===== src/rtl/if_stage.sv =====
// Instruction-fetch stage: owns the PC, drives the req/ack instruction-memory port and
// produces the IF/ID pipeline register, including drain of a fetch squashed mid-flight.
module if_stage #(
    parameter logic [31:0] RESET_PC  = 32'h0000_0000,
    parameter logic [31:0] NOP_INSTR = 32'h0000_0000,
    parameter int unsigned CNT_W     = 32
) (
    input  logic             clk,
    input  logic             rst,
    input  logic [31:0]      npc,
    input  logic             ifid_hold,
    input  logic             ifid_flush,
    output logic [31:0]      pc,
    output logic [31:0]      pc_add_4,
    output logic             imem_req,
    output logic [31:0]      imem_addr,
    input  logic             imem_ack,
    input  logic [31:0]      imem_rdata,
    output logic [31:0]      if_id_instr,
    output logic [31:0]      if_id_pc_add_4,
    output logic             if_id_valid,
    output logic             fetch_busy,
    output logic [CNT_W-1:0] fetch_cnt,
    output logic [CNT_W-1:0] bubble_cnt
);

    typedef enum logic [1:0] {
        StBoot,
        StFetch,
        StDrain
    } state_e;

    localparam logic [CNT_W-1:0] CntOne = CNT_W'(1);

    state_e             state_q;
    logic [31:0]        pc_q;
    logic [31:0]        redirect_pc_q;
    logic [31:0]        if_id_instr_q;
    logic [31:0]        if_id_pc_add_4_q;
    logic               if_id_valid_q;
    logic [CNT_W-1:0]   fetch_cnt_q;
    logic [CNT_W-1:0]   bubble_cnt_q;

    logic [31:0]        npc_aligned;
    logic [31:0]        pc_plus_4;
    logic               unused_npc_bits;

    assign npc_aligned     = {npc[31:2], 2'b00};
    assign unused_npc_bits = ^npc[1:0];
    assign pc_plus_4       = pc_q + 32'd4;

    assign pc             = pc_q;
    assign pc_add_4       = pc_plus_4;
    assign imem_req       = (state_q != StBoot);
    assign imem_addr      = pc_q;
    assign fetch_busy     = imem_req & ~imem_ack;
    assign if_id_instr    = if_id_instr_q;
    assign if_id_pc_add_4 = if_id_pc_add_4_q;
    assign if_id_valid    = if_id_valid_q;
    assign fetch_cnt      = fetch_cnt_q;
    assign bubble_cnt     = bubble_cnt_q;

    always_ff @(posedge clk) begin
        if (rst) begin
            state_q          <= StBoot;
            pc_q             <= {RESET_PC[31:2], 2'b00};
            redirect_pc_q    <= 32'h0;
            if_id_instr_q    <= NOP_INSTR;
            if_id_pc_add_4_q <= 32'h0;
            if_id_valid_q    <= 1'b0;
            fetch_cnt_q      <= '0;
            bubble_cnt_q     <= '0;
        end else begin
            unique case (state_q)
                StBoot: begin
                    state_q <= StFetch;
                end

                StFetch: begin
                    if (ifid_flush) begin
                        if_id_instr_q <= NOP_INSTR;
                        if_id_valid_q <= 1'b0;
                        bubble_cnt_q  <= bubble_cnt_q + CntOne;
                        if (imem_ack) begin
                            pc_q <= npc_aligned;
                        end else begin
                            // Memory cannot abort: park the target until the old fetch returns.
                            redirect_pc_q <= npc_aligned;
                            state_q       <= StDrain;
                        end
                    end else if (ifid_hold) begin
                        if (imem_ack) begin
                            pc_q <= npc_aligned;
                        end
                    end else if (imem_ack) begin
                        if_id_instr_q    <= imem_rdata;
                        if_id_pc_add_4_q <= pc_plus_4;
                        if_id_valid_q    <= 1'b1;
                        fetch_cnt_q      <= fetch_cnt_q + CntOne;
                        pc_q             <= npc_aligned;
                    end else begin
                        if_id_instr_q <= NOP_INSTR;
                        if_id_valid_q <= 1'b0;
                        bubble_cnt_q  <= bubble_cnt_q + CntOne;
                    end
                end

                StDrain: begin
                    if_id_instr_q <= NOP_INSTR;
                    if_id_valid_q <= 1'b0;
                    bubble_cnt_q  <= bubble_cnt_q + CntOne;
                    if (ifid_flush) begin
                        redirect_pc_q <= npc_aligned;
                    end
                    if (imem_ack) begin
                        // A flush coinciding with the ack is the newest redirect and wins.
                        pc_q    <= ifid_flush ? npc_aligned : redirect_pc_q;
                        state_q <= StFetch;
                    end
                end

                default: begin
                    state_q <= StBoot;
                end
            endcase
        end
    end

endmodule


===== config.mk =====
export PLATFORM = sky130hd
export DESIGN_NAME = if_stage
export DESIGN_NICKNAME = d
export VERILOG_FILES = /design/src/rtl/if_stage.sv
export SDC_FILE = /design/constraint.sdc
export NUM_CORES = 1
export LEC_CHECK = 0
export CORE_MARGIN = 4
export CORE_UTILIZATION = 38
export DETAILED_ROUTE_END_ITERATION = 12
export PLACE_DENSITY_LB_ADDON = 0.12
export SLEW_MARGIN = 20
export SYNTH_ARGS = -nofsm -noshare
export SYNTH_HDL_FRONTEND = slang
export SYNTH_SLANG_ARGS = --single-unit

===== constraint.sdc =====
create_clock -name clk -period 4.6 [get_ports clk]
set_input_delay 0.92 -clock clk [delete_from_list [all_inputs] [get_ports clk]]
set_output_delay 0.92 -clock clk [all_outputs]
set_load 0.05 [all_outputs]

# [After elaboration in Yosys (flattened, before gate mapping)]
# Cells that the tools add are included.
[classes] add_sub_neg=3 n_eq_ne=8 n_mux=23 bitwise=4 reduce_logical=9
[op_table] op="$mux 32" n=11
[op_table] op="$pmux 32 s2" n=4
[op_table] op="$add 32x1->32 const B" n=2
[op_table] op="$add 32x3->32 const B" n=1
[op_table] op="$reduce_and 3->1" n=4
[op_table] op="$ne 2x2->1 const B" n=4
[op_table] op="$mux 2" n=3
[op_table] op="$ne 3x3->1 const B" n=2
[op_table] op="$pmux 2 s3" n=1
[op_table] op="$reduce_and 4->1" n=1
[op_table] op="$reduce_bool 2->1" n=2
[op_table] op="$mux 1" n=3
[op_table] op="$not 1->1" n=3
[op_table] op="$eq 2x1->1 const B" n=1
[op_table] op="$eq 2x2->1 const B" n=1
[op_table] op="$logic_not 2->1" n=1
[op_table] op="$pmux 1 s2" n=1
[op_table] op="$reduce_and 2->1" n=1
[op_table] op="$and 1x1->1" n=1
[word_totals] ff_bits=195 in_bits=69 out_inout_bits=227 word_cells=55

# [Longest topological paths before layout]
# Gate-level depths: netlist of the first run.
[logic_depth] word_depth=5 depth_mapped=9 depth_no_buf=6

# [Worst setup path after synthesis of the first run]
# Ideal clock, no wire load.
[synth_timing] path_type="register to output" from="reg pc_q[2], in the netlist imem_addr[2]" to="out pc_add_4[26]" arrival_ps=2583 required_time_ps=3680 slack_ps=1097 stages_incl_launch_ff=7 n_path_buf=1 path_cell_list="dfxtp_1 ha_1 nand4_1 nor3_1 buf_2 nand2_1 xnor2_1"
[synth_via] elab_chain_len=1
[synth_lines] item="start: declaration" line_no="36" source="logic [31:0] pc_q;"
[synth_lines] item="start signal: assignment" line_no="66" source="pc_q <= {RESET_PC[31:2], 2'b00};"
[synth_lines] item="start signal: assignment" line_no="85" source="pc_q <= npc_aligned;"
[synth_lines] item="start signal: assignment" line_no="93" source="pc_q <= npc_aligned;"
[synth_lines] item="$add 32x3->32" line_no="50" source="assign pc_plus_4 = pc_q + 32'd4;"
[synth_lines] item="end: declaration" line_no="14" source="output logic [31:0] pc_add_4,"
# No other way between the ends.

# [Final worst setup path of the first run]
[layout_timing] from="reg pc_q[2], in the netlist imem_addr[2]" to="out pc_add_4[20]"
# The elaborated chain is that of the path after synthesis.

==> metrics.md, run 1 <==
| Metric | Value |
|---|---|
| Status | completed |
| Vias per cell | 5.236 |
| Post-synth EDFFs | 0 |
| Final setup fails | 0 |
| Worst-Margin Slew | 996.6 ps |
| Gr usage total | 0.1981 |
| Most frequent cells in the layout | 289 x clkdlybuf4s50_1, 195 x dfxtp_1, 170 x nand2_1, 135 x nor2_1, 81 x a21oi_1 |
| Syn Std Cell Area | 9016 um2 |
| TNS Setup | 0 ps |
| Vias | 8613 |
| # H-tree levels | 4 |
| Worst VDD drop | 0.0002056 V |
| Syn nets | 1173 |
| Num rows | 56 |
| Placed Instances | 1612 |
| Worst rel slew slack | 0.3356 |
| Nets | 1387 |
| PortBufs | 293 |
| WS Path Type | reg -> out |
| Worst-Skew Late Latency | 440 ps |
| Area Growth Syn to Fin | 38.26% |
| Total I/O pin count | 296 |
| Max_cap viols | 0 |
| Critical path startpoint category | register |
| Yosys reg bits | 195 |
| Root buf cell | clkbuf_16 |
| Main synth FF type | dfxtp_1 |
| Post-synth top area share | 0.4330 |
| Setup WS pre-CTS | 948.7 ps |
| Pin count of the biggest net entering global routing | 124 |
| Setup ws final | 515.7 ps |
| Buf+Inv Stages, Crit Path | 1 |
| Residual DRC | 0 |
| Total Wirelength | 26.41 mm |
| Clock Pin Slew Worst Setup and Hold Paths | 70 ps |
| Post-layout min period | 4084 ps |
| Die Ht | 162.0 um |
| Worst Path Max Fanout | 7 |
| GRT overflow | 0 |
| Commonest non-fill, non-tap cell in the layout | clkdlybuf4s50_1 |
| Pwr Density | 348.3 nW/um2 |
| Asr flop ratio synth | 0 |
| CP cell instances | ha_1 > nand4_1 > or3_4 > or3_1 > nand2_1 > clkdlybuf4s50_1 |
| Slowest cell on crit path | clkdlybuf4s50_1 |
| Die ar. | 26260 um2 |
| Top cells by area, synth | dfxtp_1 43%, nand2_1 7.1%, nor2_1 5.7% |
| Layout cells sized above 1 | 0.06642 |
| Slew Limit Fails | 0 |
| Post-CTS resize count | 0 |
| Fin crit share | 0.8879 |
| Wire length per cell | 16.06 um |
| First-pass GRT wire length | 42.81 mm |
| Worst path top cell family by delay | simple AND/OR/NAND/NOR gates |
| RSZ-0062 raised after global routing | false |
| Fin. Hold Viols | 0 |
| Core Area | 23400 um2 |
| Syn Inst Count | 1098 |
| Initial Utilization | 0.3853 |
| Final Non-Filler Cells | 1645 |
| Min Hold Slack | 455.7 ps |
| Distinct cells, synth | 53 |
| Worst path required time | 3680 ps |
| CTS Buf Count | 17 |
| Final ANT Viol Nets | 0 |
| First-pass DRT Iterations | 7 |
| Initial antenna violation count | 1 |
| Avg Cell Area, Syn | 8.211 um2 |
| Arr. time, crit path | 3160 ps |
| GPL Wtd Cong | 0.7922 |
| Cts hold-fix bufs | 0 |
| Ys Warns | 0 |
| Vias in the first global route | 7954 |
| Cell accounting for the most synthesized area | dfxtp_1 |
| CP peak stage delay | 800 ps |
| Worst min path class | reg -> reg |
| Iter 0 DRT Violations | 517 |
| Post-synthesis sequential area ratio | 0.4330 |
| Max frequency | 244.8 MHz |
| Die X | 162.0 um |
| Leakage | 4.259 nW |
| Clock sinks | 195 |
| Maximum clock insertion buffer count | 2 |
| DP HPWL | 18.24 mm |
| CTS tree | built |
| Setup Fix Bufs, Post-CTS | 0 |
| CP Capture Type | output port |
| Clock Skew | 15.02 ps |
[flip-flops by register name, summed over array words and instances (netlist names)]
name            flops
bubble_cnt         32
if_id_pc_add_4     32
if_id_valid         1
fetch_cnt          32
state_q             2
if_id_instr        32
redirect_pc_q      32
imem_addr          32
[kinds of logic (layout without fill, tap and decap cells)]
logic type | count (synthesis) | count (layout) | synth area share
AND/OR/NAND/NOR | 480 | 480 | 0.2635
AO/OA/AOI/OAI | 234 | 234 | 0.1758
flip-flops | 195 | 195 | 0.4330
buffers and inverters | 143 | 370 | 0.07813
XOR/XNOR | 31 | 31 | 0.03011
multiplexers | 9 | 9 | 0.01110
adder cells (fa/ha/maj) | 6 | 6 | 0.008326
other | 0 | 1 | 0
[synth_stat cells, types with 12 or more instances]
cell      count
dfxtp_1     195
nand2_1     170
nor2_1      136
a21oi_1      81
clkbuf_1     58
a311oi_1     40
buf_4        38
a22oi_1      32
inv_1        29
or4_1        27
nand3_1      26
o31ai_1      26
nand4_1      25
xor2_1       19
o21ai_0      18
and4_1       16
buf_2        14
or3_1        14
nor3_1       12
nor4_1       12
xnor2_1      12
[final cells by class]
type | instances | area [um2]
antenna | 1 | 2.502
clock buffer | 20 | 466.7
clock inverter | 12 | 117.6
fill | 2213 | 10940
inverter | 29 | 108.9
multi-input combinational | 760 | 4420
sequential | 195 | 3904
tap | 319 | 399.1
timing repair buffer | 309 | 3047
[worst min-delay path: stages (launching register included)]
cell and delay [ps]:
dfxtp_1 310, nand2_1 50, a21oi_1 50
[where the power goes]
| part | switching (mW) | internal (mW) |
|---|---|---|
| logic | 0.680 | 0.341 |
| clock network | 0.716 | 0.759 |
| registers | 0.0875 | 1.76 |
| total | 1.48 | 2.86 |
[final timing paths]
path | slack (ps) | cells after the start | endpoint | startpoint
max | 520 | 6 | pc_add_4[20] | imem_addr[2]$_SDFFE_PP0P_
min | 460 | 2 | redirect_pc_q[9]$_SDFFE_PP0P_ | redirect_pc_q[9]$_SDFFE_PP0P_
max reg2reg | 2020 | 6 | fetch_cnt[26]$_SDFFE_PP0P_ | state_q[1]$_SDFFE_PP0P_
min reg2reg | 460 | 2 | redirect_pc_q[9]$_SDFFE_PP0P_ | redirect_pc_q[9]$_SDFFE_PP0P_
[per-stage QoR]
| stage | util | cell area, um2 | total power [mW] |
|---|---|---|---|
| 2_1_floorplan | - | 9016 | 2.581 |
| 3_3_place_gp | 0.5076 | 11880 | 2.909 |
| 3_5_place_dp | 0.5076 | 11880 | 2.914 |
| 4_1_cts | 0.5326 | 12460 | 4.395 |
| 5_1_grt | 0.5327 | 12470 | 4.532 |
| 6_report | 0.5327 | 12470 | 4.342 |
[per-layer routing]
| layer | vias up | part of all wire | GRT usage | routed length, um |
|---|---|---|---|---|
| li1 | 4306 | - | - | - |
| met1 | 4044 | 0.44 | 0.2601 | 11670 |
| met2 | 240 | 0.47 | 0.3219 | 12490 |
| met3 | 23 | 0.072 | 0.05760 | 1908 |
| met4 | 0 | 0.013 | 0.05075 | 345 |
| met5 | - | 0 | 0 | 0 |
Note: power is estimated with default switching activity, not from simulation.
==> run 2, diff against run 1 <==
GPL_TIMING_DRIVEN = 0   (was unset)
==> metrics.md, run 2 (synthesis gave the netlist of run 1 again) <==
| Metric | Value |
|---|---|
| Status | completed (unchanged) |
| Slew Limit Fails | 0 (unchanged) |
| Final core utilization | 0.5527 (was 0.5327) |
| Clock Pin Slew Worst Setup and Hold Paths | 60 ps (was 70 ps) |
| Clock sinks | 195 (unchanged) |
| Multi-input logic area | 4408 um2 (was 4420 um2) |
| TNS Setup | 0 ps (unchanged) |
| RSZ-0062 raised after global routing | false (unchanged) |
| Arr. time, crit path | 3550 ps (was 3160 ps) |
| Core Area | 23400 um2 (unchanged) |
| Sw Pwr | 1.479 mW (was 1.483 mW) |
| CP startpoint | imem_addr[2]$_SDFFE_PP0P_ (unchanged) |
| Iter 0 DRT Violations | 477 (was 517) |
| Worst VDD drop | 0.0002720 V (was 0.0002056 V) |
| Max_cap viols | 0 (unchanged) |
| Gr usage total | 0.2247 (was 0.1981) |
| Area Growth Syn to Fin | 43.45% (was 38.26%) |
| Layout cells sized above 1 | 0.08093 (was 0.06642) |
| Pint | 2.990 mW (was 2.859 mW) |
| GRT overflow | 0 (unchanged) |
| Final Non-Filler Cells | 1740 (was 1645) |
| Initial antenna violation count | 1 (unchanged) |
| Nets | 1484 (was 1387) |
| Worst-Skew Late Latency | 430 ps (was 440 ps) |
| Worst min path class | reg -> reg (unchanged) |
| Sw Share | 0.3309 (was 0.3415) |
| CTS tree | built (unchanged) |
| Most frequent cells in the layout | 292 x clkdlybuf4s50_1, 195 x dfxtp_1, 170 x nand2_1, 136 x nor2_1, 81 x a21oi_1 (was 289 x clkdlybuf4s50_1, 195 x dfxtp_1, 170 x nand2_1, 135 x nor2_1, 81 x a21oi_1) |
| Wire length per cell | 17.33 um (was 16.06 um) |
| Met3 Use GR | 0.05912 (was 0.05760) |
| PortBufs | 292 (was 293) |
| Max frequency | 223.8 MHz (was 244.8 MHz) |
| Vias | 9204 (was 8613) |
| Worst-Margin Slew | 904.1 ps (was 996.6 ps) |
| Logic gate share of total power | 0.246 (was 0.235) |
| Leakage | 4.522 nW (was 4.259 nW) |
| Setup ws final | 132.0 ps (was 515.7 ps) |
| Post-layout min period | 4468 ps (was 4084 ps) |
| Worst Path Max Fanout | 10 (was 7) |
| Die X | 162.0 um (unchanged) |
| Fill cells | 2262 (was 2213) |
| First-pass GRT wire length | 47.88 mm (was 42.81 mm) |
| Setup crit end | pc_add_4[22] (was pc_add_4[20]) |
| Vias per cell | 5.290 (was 5.236) |
| Vias in the first global route | 8845 (was 7954) |
| Total I/O pin count | 296 (unchanged) |
| GPL Wtd Cong | 0.8249 (was 0.7922) |
| R2r endpoint | if_id_pc_add_4[24]$_SDFFE_PP0P_ (was fetch_cnt[26]$_SDFFE_PP0P_) |
| GR Util met1 | 0.2901 (was 0.2601) |
| Clock Skew | 14.12 ps (was 15.02 ps) |
| Reg area | 3904 um2 (unchanged) |
| Total Wirelength | 30.16 mm (was 26.41 mm) |
| Die ar. | 26260 um2 (unchanged) |
| Slowest cell on crit path | clkdlybuf4s50_1 (unchanged) |
| Worst path top cell family by delay | buffers and inverters (was simple AND/OR/NAND/NOR gates) |
| Worst path required time | 3680 ps (about the same) |
| Critical path startpoint category | register (unchanged) |
| Post-CTS resize count | 0 (unchanged) |
| Commonest non-fill, non-tap cell in the layout | clkdlybuf4s50_1 (unchanged) |
| GRT Max-Usage Layer | met2 (unchanged) |
| Final setup fails | 0 (unchanged) |
| First-pass DRT Iterations | 5 (was 7) |
| CTS Buf Count | 17 (unchanged) |
| Buf+Inv Stages, Crit Path | 2 (was 1) |
| Final ANT Viol Nets | 0 (unchanged) |
| DP HPWL | 22.38 mm (was 18.24 mm) |
| CP peak stage delay | 820 ps (was 800 ps) |
| Pin count of the biggest net entering global routing | 17 (was 124) |
| Met2 Usage GRT | 0.3748 (was 0.3219) |
| Setup Fix Bufs, Post-CTS | 0 (unchanged) |
| Inserted Diodes | 0 (was 1) |
| Fin crit share | 0.9713 (was 0.8879) |
| Sequential Power Share | 0.413 (was 0.425) |
| Crit path depth | 7 (was 6) |
| CP Capture Type | output port (unchanged) |
| Cts hold-fix bufs | 0 (unchanged) |
| Initial Utilization | 0.3853 (unchanged) |
| Origin of the critical flop-to-flop path | imem_addr[2]$_SDFFE_PP0P_ (was state_q[1]$_SDFFE_PP0P_) |
| CP cell instances | ha_1 > nand4_1 > nor3_1 > buf_2 > nand2_1 > xnor2_1 > clkdlybuf4s50_1 (was ha_1 > nand4_1 > or3_4 > or3_1 > nand2_1 > clkdlybuf4s50_1) |
| Root buf cell | clkbuf_16 (unchanged) |
| Placed Instances | 1709 (was 1612) |
| Power share of the clock group | 0.341 (was 0.340) |
| # H-tree levels | 4 (unchanged) |
| Setup WS pre-CTS | 618.9 ps (was 948.7 ps) |
| Flop-to-flop setup slack | 2040 ps (was 2020 ps) |
| Tot Pwr | 4.468 mW (was 4.342 mW) |
| Pwr Density | 345.5 nW/um2 (was 348.3 nW/um2) |
| Worst rel slew slack | 0.3972 (was 0.3356) |
| Worst Reg-to-Reg Cells | 6 (unchanged) |
| Residual DRC | 0 (unchanged) |
| Maximum clock insertion buffer count | 2 (unchanged) |
| Num rows | 56 (unchanged) |
| Die Ht | 162.0 um (unchanged) |
| Fin. Hold Viols | 0 (unchanged) |
| WS Path Type | reg -> out (unchanged) |
run 2: per-stage QoR:
stage / hold WS [ps] / instance area (um2)
after floorplan: 436.6 / 9016
after global placement: 441.6 / 12340
after detailed placement: 447.0 / 12340
after CTS: 456.8 / 12930
after global routing: 470.1 / 12930
final: 454.9 / 12930
run 2: final cells by class:
type / instances / share of cell area
plain buffers: 114 / 0.04605
multi-input cells: 760 / 0.3408
flip-flops and latches: 195 / 0.3018
well taps: 319 / 0.03086
clock inverters: 11 / 0.009964
repair buffers: 292 / 0.2260
clock buffers: 20 / 0.03608
inverters: 29 / 0.008416
run 2: worst min-delay path by stage:
stage | from | end | slack [ps] | cells after the start
finish | redirect_pc_q[6]$_SDFFE_PP0P_ | redirect_pc_q[6]$_SDFFE_PP0P_ | 450 | 2
global placement | redirect_pc_q[22]$_SDFFE_PP0P_ | redirect_pc_q[22]$_SDFFE_PP0P_ | 440 | 2
CTS | redirect_pc_q[13]$_SDFFE_PP0P_ | redirect_pc_q[13]$_SDFFE_PP0P_ | 460 | 2
detailed placement | redirect_pc_q[30]$_SDFFE_PP0P_ | redirect_pc_q[30]$_SDFFE_PP0P_ | 450 | 2
floorplan | redirect_pc_q[10]$_SDFFE_PP0P_ | redirect_pc_q[10]$_SDFFE_PP0P_ | 440 | 2
global route | redirect_pc_q[16]$_SDFFE_PP0P_ | redirect_pc_q[16]$_SDFFE_PP0P_ | 470 | 2
run 2: per-layer routing:
layer | share of wire | up-vias
li1 | - | 4499
met1 | 0.43 | 4349
met2 | 0.47 | 314
met3 | 0.077 | 40
met4 | 0.016 | 2
met5 | 0.00043 | -
run 2: power groups by stage:
| stage | registers (mW) | clock network (mW) | logic [mW] |
|---|---|---|---|
| after floorplan | 2.03 | 0 | 0.546 |
| after global placement | 1.88 | 0 | 1.10 |
| after detailed placement | 1.88 | 0 | 1.10 |
| after CTS | 1.85 | 1.56 | 1.11 |
| after global routing | 1.86 | 1.62 | 1.17 |
| final | 1.85 | 1.52 | 1.10 |
run 2: tightest hold or removal path, cell delays in order (launching register included):
cell and delay [ps]:
dfxtp_1 310, nand2_1 50, a21oi_1 50
